File: config.mk
export PLATFORM = sky130hd
export DESIGN_NAME = bcd_game_timer
export DESIGN_NICKNAME = d
export VERILOG_FILES = /design/src/rtl/bcd_game_timer.sv
export SDC_FILE = /design/constraint.sdc
export NUM_CORES = 1
export LEC_CHECK = 0
export BUFFER_PORTS_ARGS = -buffer_cell sky130_fd_sc_hd__clkbuf_2
export CAP_MARGIN = 20
export CORE_MARGIN = 2
export CORE_UTILIZATION = 53
export CTS_CLUSTER_DIAMETER = 60
export DETAILED_ROUTE_END_ITERATION = 7
export HOLD_SLACK_MARGIN = 0.02
export PLACE_DENSITY = 0.76
export SYNTH_ARGS = -nofsm -noshare
export SYNTH_HDL_FRONTEND = slang
export SYNTH_SLANG_ARGS = --single-unit
File: constraint.sdc
create_clock -name i_Clk -period 2.2 [get_ports i_Clk]
set_input_delay 0.22 -clock i_Clk [delete_from_list [all_inputs] [get_ports i_Clk]]
set_output_delay 0.22 -clock i_Clk [all_outputs]
set_load 0.05 [all_outputs]
File: src/rtl/bcd_game_timer.sv
// N-digit BCD game timer: prescaled count-up/countdown with pause, clamped preset
// load, sticky expiry and wrap/saturate overflow reporting.
module bcd_game_timer #(
   parameter int NUM_DIGITS = 3,
   parameter int TICK_DIV   = 5000000,
   parameter bit SATURATE   = 1'b0
) (
   input  logic                    i_Clk,
   input  logic                    i_Rst,
   input  logic                    i_Enable,
   input  logic                    i_Pause,
   input  logic                    i_Mode,
   input  logic [4*NUM_DIGITS-1:0] i_Load,
   output logic [4*NUM_DIGITS-1:0] o_Digits,
   output logic                    o_Tick,
   output logic                    o_Expired,
   output logic                    o_Overflow
);

   localparam int W  = 4 * NUM_DIGITS;
   localparam int PW = $clog2(TICK_DIV);
   localparam logic [PW-1:0] TERM  = PW'(TICK_DIV - 1);
   localparam logic [W-1:0]  NINES = {NUM_DIGITS{4'h9}};

   logic [PW-1:0] presc;
   logic [W-1:0]  digits;
   logic [W-1:0]  inc_val;
   logic [W-1:0]  dec_val;
   logic          tick;
   logic          expired;
   logic          overflow;

   // Ripple increment: a digit only moves when every lower digit was 9.
   function automatic logic [W-1:0] bcd_inc(input logic [W-1:0] v);
      logic [W-1:0] r;
      logic         carry;
      r     = v;
      carry = 1'b1;
      for (int k = 0; k < NUM_DIGITS; k++) begin
         if (carry) begin
            if (v[4*k +: 4] >= 4'd9) begin
               r[4*k +: 4] = 4'd0;
            end else begin
               r[4*k +: 4] = v[4*k +: 4] + 4'd1;
               carry       = 1'b0;
            end
         end
      end
      return r;
   endfunction

   function automatic logic [W-1:0] bcd_dec(input logic [W-1:0] v);
      logic [W-1:0] r;
      logic         borrow;
      r      = v;
      borrow = 1'b1;
      for (int k = 0; k < NUM_DIGITS; k++) begin
         if (borrow) begin
            if (v[4*k +: 4] == 4'd0) begin
               r[4*k +: 4] = 4'd9;
            end else begin
               r[4*k +: 4] = v[4*k +: 4] - 4'd1;
               borrow      = 1'b0;
            end
         end
      end
      return r;
   endfunction

   // Preset nibbles above 9 are forced to 9 so the digits never hold A..F.
   function automatic logic [W-1:0] bcd_clamp(input logic [W-1:0] v);
      logic [W-1:0] r;
      r = v;
      for (int k = 0; k < NUM_DIGITS; k++) begin
         if (v[4*k +: 4] > 4'd9) r[4*k +: 4] = 4'd9;
      end
      return r;
   endfunction

   assign inc_val = bcd_inc(digits);
   assign dec_val = bcd_dec(digits);

   always_ff @(posedge i_Clk or negedge i_Rst) begin
      if (!i_Rst) begin
         presc    <= '0;
         digits   <= '0;
         tick     <= 1'b0;
         expired  <= 1'b0;
         overflow <= 1'b0;
      end else if (!i_Enable) begin
         presc    <= '0;
         tick     <= 1'b0;
         expired  <= 1'b0;
         overflow <= 1'b0;
         digits   <= i_Mode ? bcd_clamp(i_Load) : '0;
      end else if (i_Pause || presc != TERM) begin
         // Non-step cycle: the wrap-mode overflow pulse ends, sticky flags hold.
         if (!i_Pause) presc <= presc + 1'b1;
         tick <= 1'b0;
         if (!SATURATE) overflow <= 1'b0;
      end else begin
         presc <= '0;
         tick  <= 1'b1;
         if (!i_Mode) begin
            if (digits == NINES) begin
               overflow <= 1'b1;
               if (!SATURATE) digits <= '0;
            end else begin
               digits <= inc_val;
               if (!SATURATE) overflow <= 1'b0;
            end
         end else begin
            if (!SATURATE) overflow <= 1'b0;
            if (digits == '0) begin
               expired <= 1'b1;
            end else begin
               digits <= dec_val;
               if (dec_val == '0) expired <= 1'b1;
            end
         end
      end
   end

   assign o_Digits   = digits;
   assign o_Tick     = tick;
   assign o_Expired  = expired;
   assign o_Overflow = overflow;

endmodule

==> impl_metrics.csv, run 1 <==
group,metric,value,unit
status,result_of_the_run,"complete, but fails checks",
status,violations,"setup timing",
clocking,htree_num_levels,2,
clocking,cts.reportedPaths.clkPinSlew,0.08,ns
sta,final_period_minus_worst_setup_slack,2.25,ns
route,ant_nets,0,
floorplanning,die_area,0.00571,mm²
worst_hold_path,hold_path.startpoint,"i_Pause",
floorplanning,num_rows,26,
clocking,clock_insertion_delay_worst_skew,0.30,ns
route,wl_met2,3.73,mm
sta,fin_worst_skew,0.00869,ns
worst_setup_path,critical_path_arrival,2.42,ns
grt,overflow_left_after_global_routing,0,
clocking,cts_buf_count,5,
yosys,synth.net_count,348,
yosys,netlist.area_leader.share,35.0,%
worst_setup_path,worst_setup_path_end_kind,"flop",
yosys,ys_top_cells_by_count,"sky130_fd_sc_hd__dfrtp_1, sky130_fd_sc_hd__nor2_1, sky130_fd_sc_hd__nand2_1",
yosys,yosysWarnings,0,
route,drt-initial-drc-count,253,
sta,final.setup.worst_slack,-0.0461,ns
final_layout,final_layout_size_suffix_gt1_share,34.4,%
floorplanning,start_util,54.2,%
power_and_ir_drop,irDropWorstVdd,0.375,mV
placement,buffer_ports.inserted,31,
sta,hold_viol_final,0,
yosys,synth.ff_latch_count,38,
yosys,synth_area_leaders,"sky130_fd_sc_hd__dfrtp_1, sky130_fd_sc_hd__nor2_1, sky130_fd_sc_hd__ha_1",
clocking,clock_tree.buffer_depth,2,
sta,timing.max_slew.rel_slack,58.9,%
worst_setup_path,startpoint_type,"flop",
yosys,yosysTopAreaCell,"sky130_fd_sc_hd__dfrtp_1",
grt,grt_max_degree,23,
final_layout,layout-area-overhead-vs-synth,29.9,%
worst_setup_path,r2r_slack,-0.05,ns
run,drv_cap,0,
final_layout,final_area,0.00353,mm²
worst_setup_path,critical_path_startpoint,"o_Digits[8]",
sta,rsz0062_at_grt,"yes",
worst_hold_path,timing.hold.worst_path_depth,3,
clocking,clock_sinks,38,
sta,finalCritPeriodShare,102,%
route,via_count,2735,
route,number_of_detailed_route_iterations_in_the_first_pass,5,
worst_setup_path,crit-reg2reg-launch,"o_Digits[8]",
route,top_layer_used,"met4",
yosys,netlist_instances,320,
placement,placed_area,0.00324,mm²
route,totalWireLength,7.51,mm
placement,place_worst_setup_slack,-0.138,ns
route,wl_per_cell,16.2,µm
final_layout,num_antenna_cells,0,
power_and_ir_drop,pd_cells,686,mW/mm²
final_layout,n_fill_cell,396,
floorplanning,chipWidth,75.6,µm
yosys,synth_sequential_area_ratio,35.0,%
clocking,clockRootBuffer,"sky130_fd_sc_hd__clkbuf_8",
final_layout,final_cells,465,
sta,achievable-frequency,0.445,GHz
floorplanning,placeableCoreArea,0.00501,mm²
worst_setup_path,worst-path-max-fanout,5,
yosys,yosysUniqueCellTypes,64,
sta,worst_slew_pin_slew,0.616,ns
grt,grt_pass1_wl,11.4,mm
grt,antenna_violations_before_repair,0,
grt,first_global_vias,2429,
placement,placedCellCount,447,
yosys,synth_enable_flop_cells,0,
worst_hold_path,hold_class,"primary input to flop",
grt,grt_use_total,26.9,%
yosys,async_reset_ff_share,100,%
sta,timing_max_transition_violations_final,0,
placement,detailedPlacementHpwl,5.42,mm
yosys,synth_ff_type,"sky130_fd_sc_hd__dfrtp_1",
final_layout,nets,422,
yosys,synthesis.area_per_instance,8.48,µm²
worst_setup_path,crit_path_max_incr_delay,0.41,ns
floorplanning,die_y,75.6,µm
route,via_cell_ratio,5.88,
worst_setup_path,crit_path_top_delay_cell,"sky130_fd_sc_hd__dfrtp_2",
clocking,clock_tree_from_tritoncts,"yes",
worst_setup_path,cp.required,2.38,ns
placement,routabilityCongestion,0.913,
worst_hold_path,hold_path_end,"presc[1]",
route,route.met3.wl,445,µm
power_and_ir_drop,leakagePower,1.50,nW
worst_setup_path,crit_path_cell_trace,"inv_2 > ha_2 > or3b_4 > nor4_4 > o31a_1 > buf_4 > nor2_4 > a32o_1",
sta,fin_setup_tns,-0.109,ns
floorplanning,ios,32,
route,drc,0,
worst_setup_path,r2r_end,"o_Digits[10]",
yosys,synthesized_cell_area,0.00272,mm²
sta,final_setup_violations,5,
route,route.layer.met1.wl,3.15,mm
worst_setup_path,reg2regPathDepth,8,
worst_setup_path,worst-setup-path-type,"flop to flop",
## repair_timing
item / in CTS / in global routing
gates cloned: 1 / 0
buffers inserted: 6 / 2
setup endpoints to repair: 24 / 33
resized for setup: 7 / 18
hold buffers: 1 / 0
pin swaps: 11 / 5
endpoints found under the hold margin: 20 / 0
## logic make-up (layout without fill, tap and decap cells)
| group | count (synthesis) | after routing | share of synthesized area [%] |
|---|---|---|---|
| AO/OA/AOI/OAI | 80 | 80 | 19.9 |
| multiplexers | 4 | 4 | 1.52 |
| XOR/XNOR | 21 | 21 | 6.77 |
| flip-flops | 38 | 38 | 35.0 |
| adder cells (fa/ha/maj) | 11 | 11 | 5.07 |
| buffers and inverters | 31 | 106 | 4.56 |
| AND/OR/NAND/NOR | 135 | 135 | 27.1 |
## where the power goes
group / total (mW) / internal, mW / leakage (nW) / switching (mW)
sequential: 0.791 / 0.753 / 0.506 / 0.0376
combinational: 1.14 / 0.429 / 0.952 / 0.711
clock: 0.489 / 0.224 / 0.0374 / 0.266
## worst max path at each step
stage / to / slack (ns) / cells past startpoint
5_1_grt: o_Digits[9] / -0.16 / 6
6_report: o_Digits[10] / -0.05 / 8
3_3_place_gp: o_Digits[9] / -0.05 / 6
2_1_floorplan: o_Digits[10] / -0.08 / 8
3_5_place_dp: o_Digits[9] / -0.14 / 6
4_1_cts: o_Digits[9] / -0.07 / 6
## sequential cells by signal, summed over array words and instances, names as in the netlist
| register | cells |
|---|---|
| presc | 23 |
| o_Digits | 12 |
| o_Expired | 1 |
| o_Overflow | 1 |
| o_Tick | 1 |
## layout by cell type, fill, tap and decap left out, drive strengths merged, types with 2 or more instances in the layout
cell type,synthesis,routed
and3,4,4
a32o,2,2
or3b,6,6
nor4,7,7
nand2,23,23
o21ai,20,20
clkbuf,9,37
a21oi,23,23
dfrtp,38,38
o31ai,4,4
ha,11,11
xor2,11,11
nand3,10,10
or2,2,2
or3,3,3
inv,17,17
a21o,4,4
or4b,2,2
nor2,39,39
or4,2,2
buf,5,49
nor4b,3,3
xnor2,10,10
nand4,7,7
o32ai,2,2
mux2i,3,3
nand2b,4,4
a31oi,6,6
nor3,14,14
a22oi,2,2
o41ai,2,2
nor3b,4,4
clkinvlp,0,2
a221oi,2,2
a32oi,2,2
## metrics by stage
stage | utilization, % | total power, mW | hold WS [ns]
finish | 70.4 | 2.42 | 0.248
detailed placement | 64.8 | 1.84 | 0.253
floorplan | - | 1.51 | -0.0756
global placement | 64.8 | 1.82 | 0.259
CTS | 68.4 | 2.37 | 0.247
global route | 70.4 | 2.55 | 0.268
## metal layers
layer / track usage, % / vias up
li1: - / 1317
met1: 35.2 / 1279
met2: 44.0 / 116
met3: 4.89 / 23
met4: 11.1 / 0
met5: 0 / -
## worst max-delay path, delay by kind of cell, from the launching register on
| kind | cells | cell delay [ns] |
|---|---|---|
| AO/OA/AOI/OAI | 2 | 0.54 |
| adder cells (fa/ha/maj) | 1 | 0.19 |
| buffers and inverters | 2 | 0.24 |
| flip-flops | 1 | 0.41 |
| AND/OR/NAND/NOR | 3 | 0.74 |
## cell type report
class / count / area (µm²) / share of cell area (%)
inverter: 17 / 66.3 / 1.88
clock inverter: 2 / 15.0 / 0.426
sequential: 38 / 960 / 27.2
tap: 70 / 87.6 / 2.48
timing repair buffer: 81 / 542 / 15.4
clock buffer: 6 / 72.6 / 2.06
multi-input combinational: 251 / 1780 / 50.6
Note: power is estimated with default switching activity, not from simulation.
==> run 2: changes to the inputs <==
--- a/config.mk
+++ b/config.mk
@@ -7,12 +7,14 @@
 export LEC_CHECK = 0
 export BUFFER_PORTS_ARGS = -buffer_cell sky130_fd_sc_hd__clkbuf_2
 export CAP_MARGIN = 20
+export CORE_ASPECT_RATIO = 1.5
 export CORE_MARGIN = 2
 export CORE_UTILIZATION = 53
 export CTS_CLUSTER_DIAMETER = 60
 export DETAILED_ROUTE_END_ITERATION = 7
 export HOLD_SLACK_MARGIN = 0.02
 export PLACE_DENSITY = 0.76
+export SETUP_SLACK_MARGIN = 0.5
 export SYNTH_ARGS = -nofsm -noshare
 export SYNTH_HDL_FRONTEND = slang
 export SYNTH_SLANG_ARGS = --single-unit
==> run 2 against run 1 <==
Worst setup slack lost 0.036 ns. Maximum frequency shrank 1.6%. Clock power grew 4.5%. Count of clock-buffer cells in the layout grew 1. First-iteration DRC count shrank 9.1%. Via count grew 3.5%. Sequential cell count is the same. The run still ends with setup timing left.
==> impl_metrics.csv, run 2 (synthesized netlist as in run 1, its figures left out) <==
group,metric,value,unit
floorplanning,chipWidth,62.4,µm
status,result_of_the_run,"complete, but fails checks",
final_layout,num_antenna_cells,0,
worst_setup_path,worst-setup-path-type,"flop to flop",
grt,first_global_vias,2797,
sta,final_setup_violations,3,
power_and_ir_drop,combPwrFrac,46.8,%
route,top_layer_used,"met4",
worst_hold_path,hold_class,"primary input to flop",
final_layout,max_flop_register,"presc",
sta,worst_slew_pin_slew,0.444,ns
placement,placed_area,0.00326,mm²
route,totalWireLength,8.32,mm
worst_setup_path,worst_setup_path_end_kind,"flop",
worst_hold_path,timing.hold.worst_path_depth,3,
worst_hold_path,hold_path_end,"presc[1]",
clocking,clock_sinks,38,
clocking,cts.reportedPaths.clkPinSlew,0.08,ns
placement,buffer_ports.inserted,31,
clocking,clock_tree.buffer_depth,2,
route,wl_met2,4.61,mm
route,route.met3.wl,310,µm
sta,rsz0062_at_grt,"yes",
final_layout,mostFrequentLayoutCell,"sky130_fd_sc_hd__buf_4",
clocking,clock_tree_from_tritoncts,"yes",
sta,final_period_minus_worst_setup_slack,2.28,ns
sta,achievable-frequency,0.438,GHz
route,drc,0,
grt,grt_max_degree,23,
power_and_ir_drop,leakagePower,1.56,nW
route,via_cell_ratio,6.11,
floorplanning,start_util,55.6,%
worst_setup_path,critical_path_arrival,2.45,ns
placement,detailedPlacementHpwl,5.58,mm
worst_setup_path,startpoint_type,"flop",
grt,grt_pass1_wl,13.1,mm
sta,timing.max_slew.rel_slack,70.0,%
power_and_ir_drop,internal_power,1.44,mW
route,number_of_detailed_route_iterations_in_the_first_pass,4,
worst_setup_path,crit-reg2reg-launch,"presc[1]",
final_layout,n_fill_cell,350,
sta,finalCritPeriodShare,104,%
floorplanning,die_y,91.7,µm
grt,grt_use_total,28.9,%
placement,place_worst_setup_slack,-0.0750,ns
worst_hold_path,hold_path.startpoint,"i_Pause",
route,wl_per_cell,18.0,µm
status,violations,"setup timing",
power_and_ir_drop,pd_cells,644,mW/mm²
final_layout,most-common-layout-cells,"sky130_fd_sc_hd__buf_4, sky130_fd_sc_hd__clkbuf_2, sky130_fd_sc_hd__dfrtp_1, sky130_fd_sc_hd__nand2_1, sky130_fd_sc_hd__a21oi_1",
route,drt-initial-drc-count,230,
final_layout,max_reg_flops,23,
final_layout,layout-area-overhead-vs-synth,40.5,%
clocking,clockRootBuffer,"sky130_fd_sc_hd__clkbuf_8",
power_and_ir_drop,irDropWorstVdd,0.483,mV
grt,antenna_violations_before_repair,0,
worst_setup_path,crit_path_cell_trace,"ha_2 > or4b_4 > or3_4 > o31a_1 > buf_4 > o41ai_2 > o21ai_1",
sta,fin_setup_tns,-0.104,ns
floorplanning,ios,32,
run,drv_cap,0,
power_and_ir_drop,p_seq_share,32.4,%
grt,overflow_left_after_global_routing,0,
power_and_ir_drop,power.clock.fraction,20.8,%
sta,hold_viol_final,0,
sta,timing_max_transition_violations_final,0,
power_and_ir_drop,net-switching-power,1.01,mW
final_layout,final_layout_size_suffix_gt1_share,41.1,%
floorplanning,placeableCoreArea,0.00489,mm²
route,via_count,2831,
worst_setup_path,cp.required,2.36,ns
worst_setup_path,crit_path_top_delay_cell,"sky130_fd_sc_hd__or4b_4",
clocking,htree_num_levels,2,
placement,routabilityCongestion,0.975,
floorplanning,num_rows,31,
clocking,cts_buf_count,5,
clocking,clock_insertion_delay_worst_skew,0.30,ns
final_layout,final_area,0.00381,mm²
route,route.layer.met1.wl,3.03,mm
worst_setup_path,cp_num_buf_inv,1,
floorplanning,die_area,0.00572,mm²
power_and_ir_drop,swShare,41.3,%
worst_setup_path,r2r_end,"o_Digits[9]",
worst_setup_path,critPathTopFamily,"simple AND/OR/NAND/NOR gates",
final_layout,fin_util,78.0,%
worst_setup_path,r2r_slack,-0.08,ns
worst_setup_path,reg2regPathDepth,7,
worst_setup_path,worst-path-max-fanout,3,
sta,final.setup.worst_slack,-0.0825,ns
worst_setup_path,crit_path_max_incr_delay,0.45,ns
final_layout,nets,424,
route,ant_nets,0,
sta,fin_worst_skew,0.0151,ns
-- run 2: changes by cell type in the layout (fill, tap and decap cells not counted), sizes merged --
cell / before / now
clkbuf: 37 / 39
buf: 49 / 50
clkinv: 0 / 1
clkinvlp: 2 / 0
-- run 2: per-stage QoR --
stage,instances,hold WS [ns],total power [mW]
after floorplan,320,-0.0756,1.51
after global placement,442,0.175,1.83
after detailed placement,442,0.181,1.85
after CTS,456,0.261,2.40
after global routing,463,0.289,2.57
final,463,0.282,2.46
-- run 2: how the worst max path moves through the flow --
stage | startpoint | endpoint | slack [ns] | cells after the start
after floorplan | o_Digits[0] | o_Digits[10] | -0.07 | 8
after global placement | presc[1] | o_Digits[9] | 0.001 | 6
after detailed placement | presc[1] | o_Digits[11] | -0.07 | 6
after CTS | presc[1] | o_Digits[9] | -0.05 | 6
after global routing | presc[1] | o_Digits[9] | -0.17 | 7
final | presc[1] | o_Digits[9] | -0.08 | 7
-- run 2: worst min-delay path, delay by kind of cell --
family	cells	cell delay, ns
simple gates	1	0.10
buf+inv	1	0.16
compound gates	1	0.06
-- run 2: cell type report --
| type | instances | area (µm²) | area share (%) |
|---|---|---|---|
| timing repair buffer | 83 | 662 | 17.4 |
| inverter | 17 | 66.3 | 1.74 |
| sequential | 38 | 960 | 25.2 |
| multi-input combinational | 251 | 1950 | 51.2 |
| clock buffer | 7 | 86.3 | 2.26 |
| clock inverter | 1 | 5.00 | 0.131 |
| tap | 66 | 82.6 | 2.17 |
-- run 2: layer usage --
metal / vias up / GRT usage [%]
li1: 1311 / -
met1: 1389 / 30.6
met2: 101 / 54.7
met3: 30 / 3.80
met4: 0 / 14.8
met5: - / 0
-- run 2: what timing repair did --
item,4_1_cts,5_1_grt
gates resized for setup,42,27
pin swaps,9,8
hold buffers,1,0
buffers inserted,3,6
endpoints found under the setup margin,37,38
hold endpoints to repair,16,0
gates cloned,2,1
-- run 2: power groups by stage --
stage               sequential [mW]  clock, mW  combinational (mW)
floorplan                      1.01          0               0.503
global placement              0.802          0                1.03
detailed placement            0.806          0                1.04
CTS                           0.791      0.518                1.09
global route                  0.803      0.544                1.22
finish                        0.796      0.511                1.15
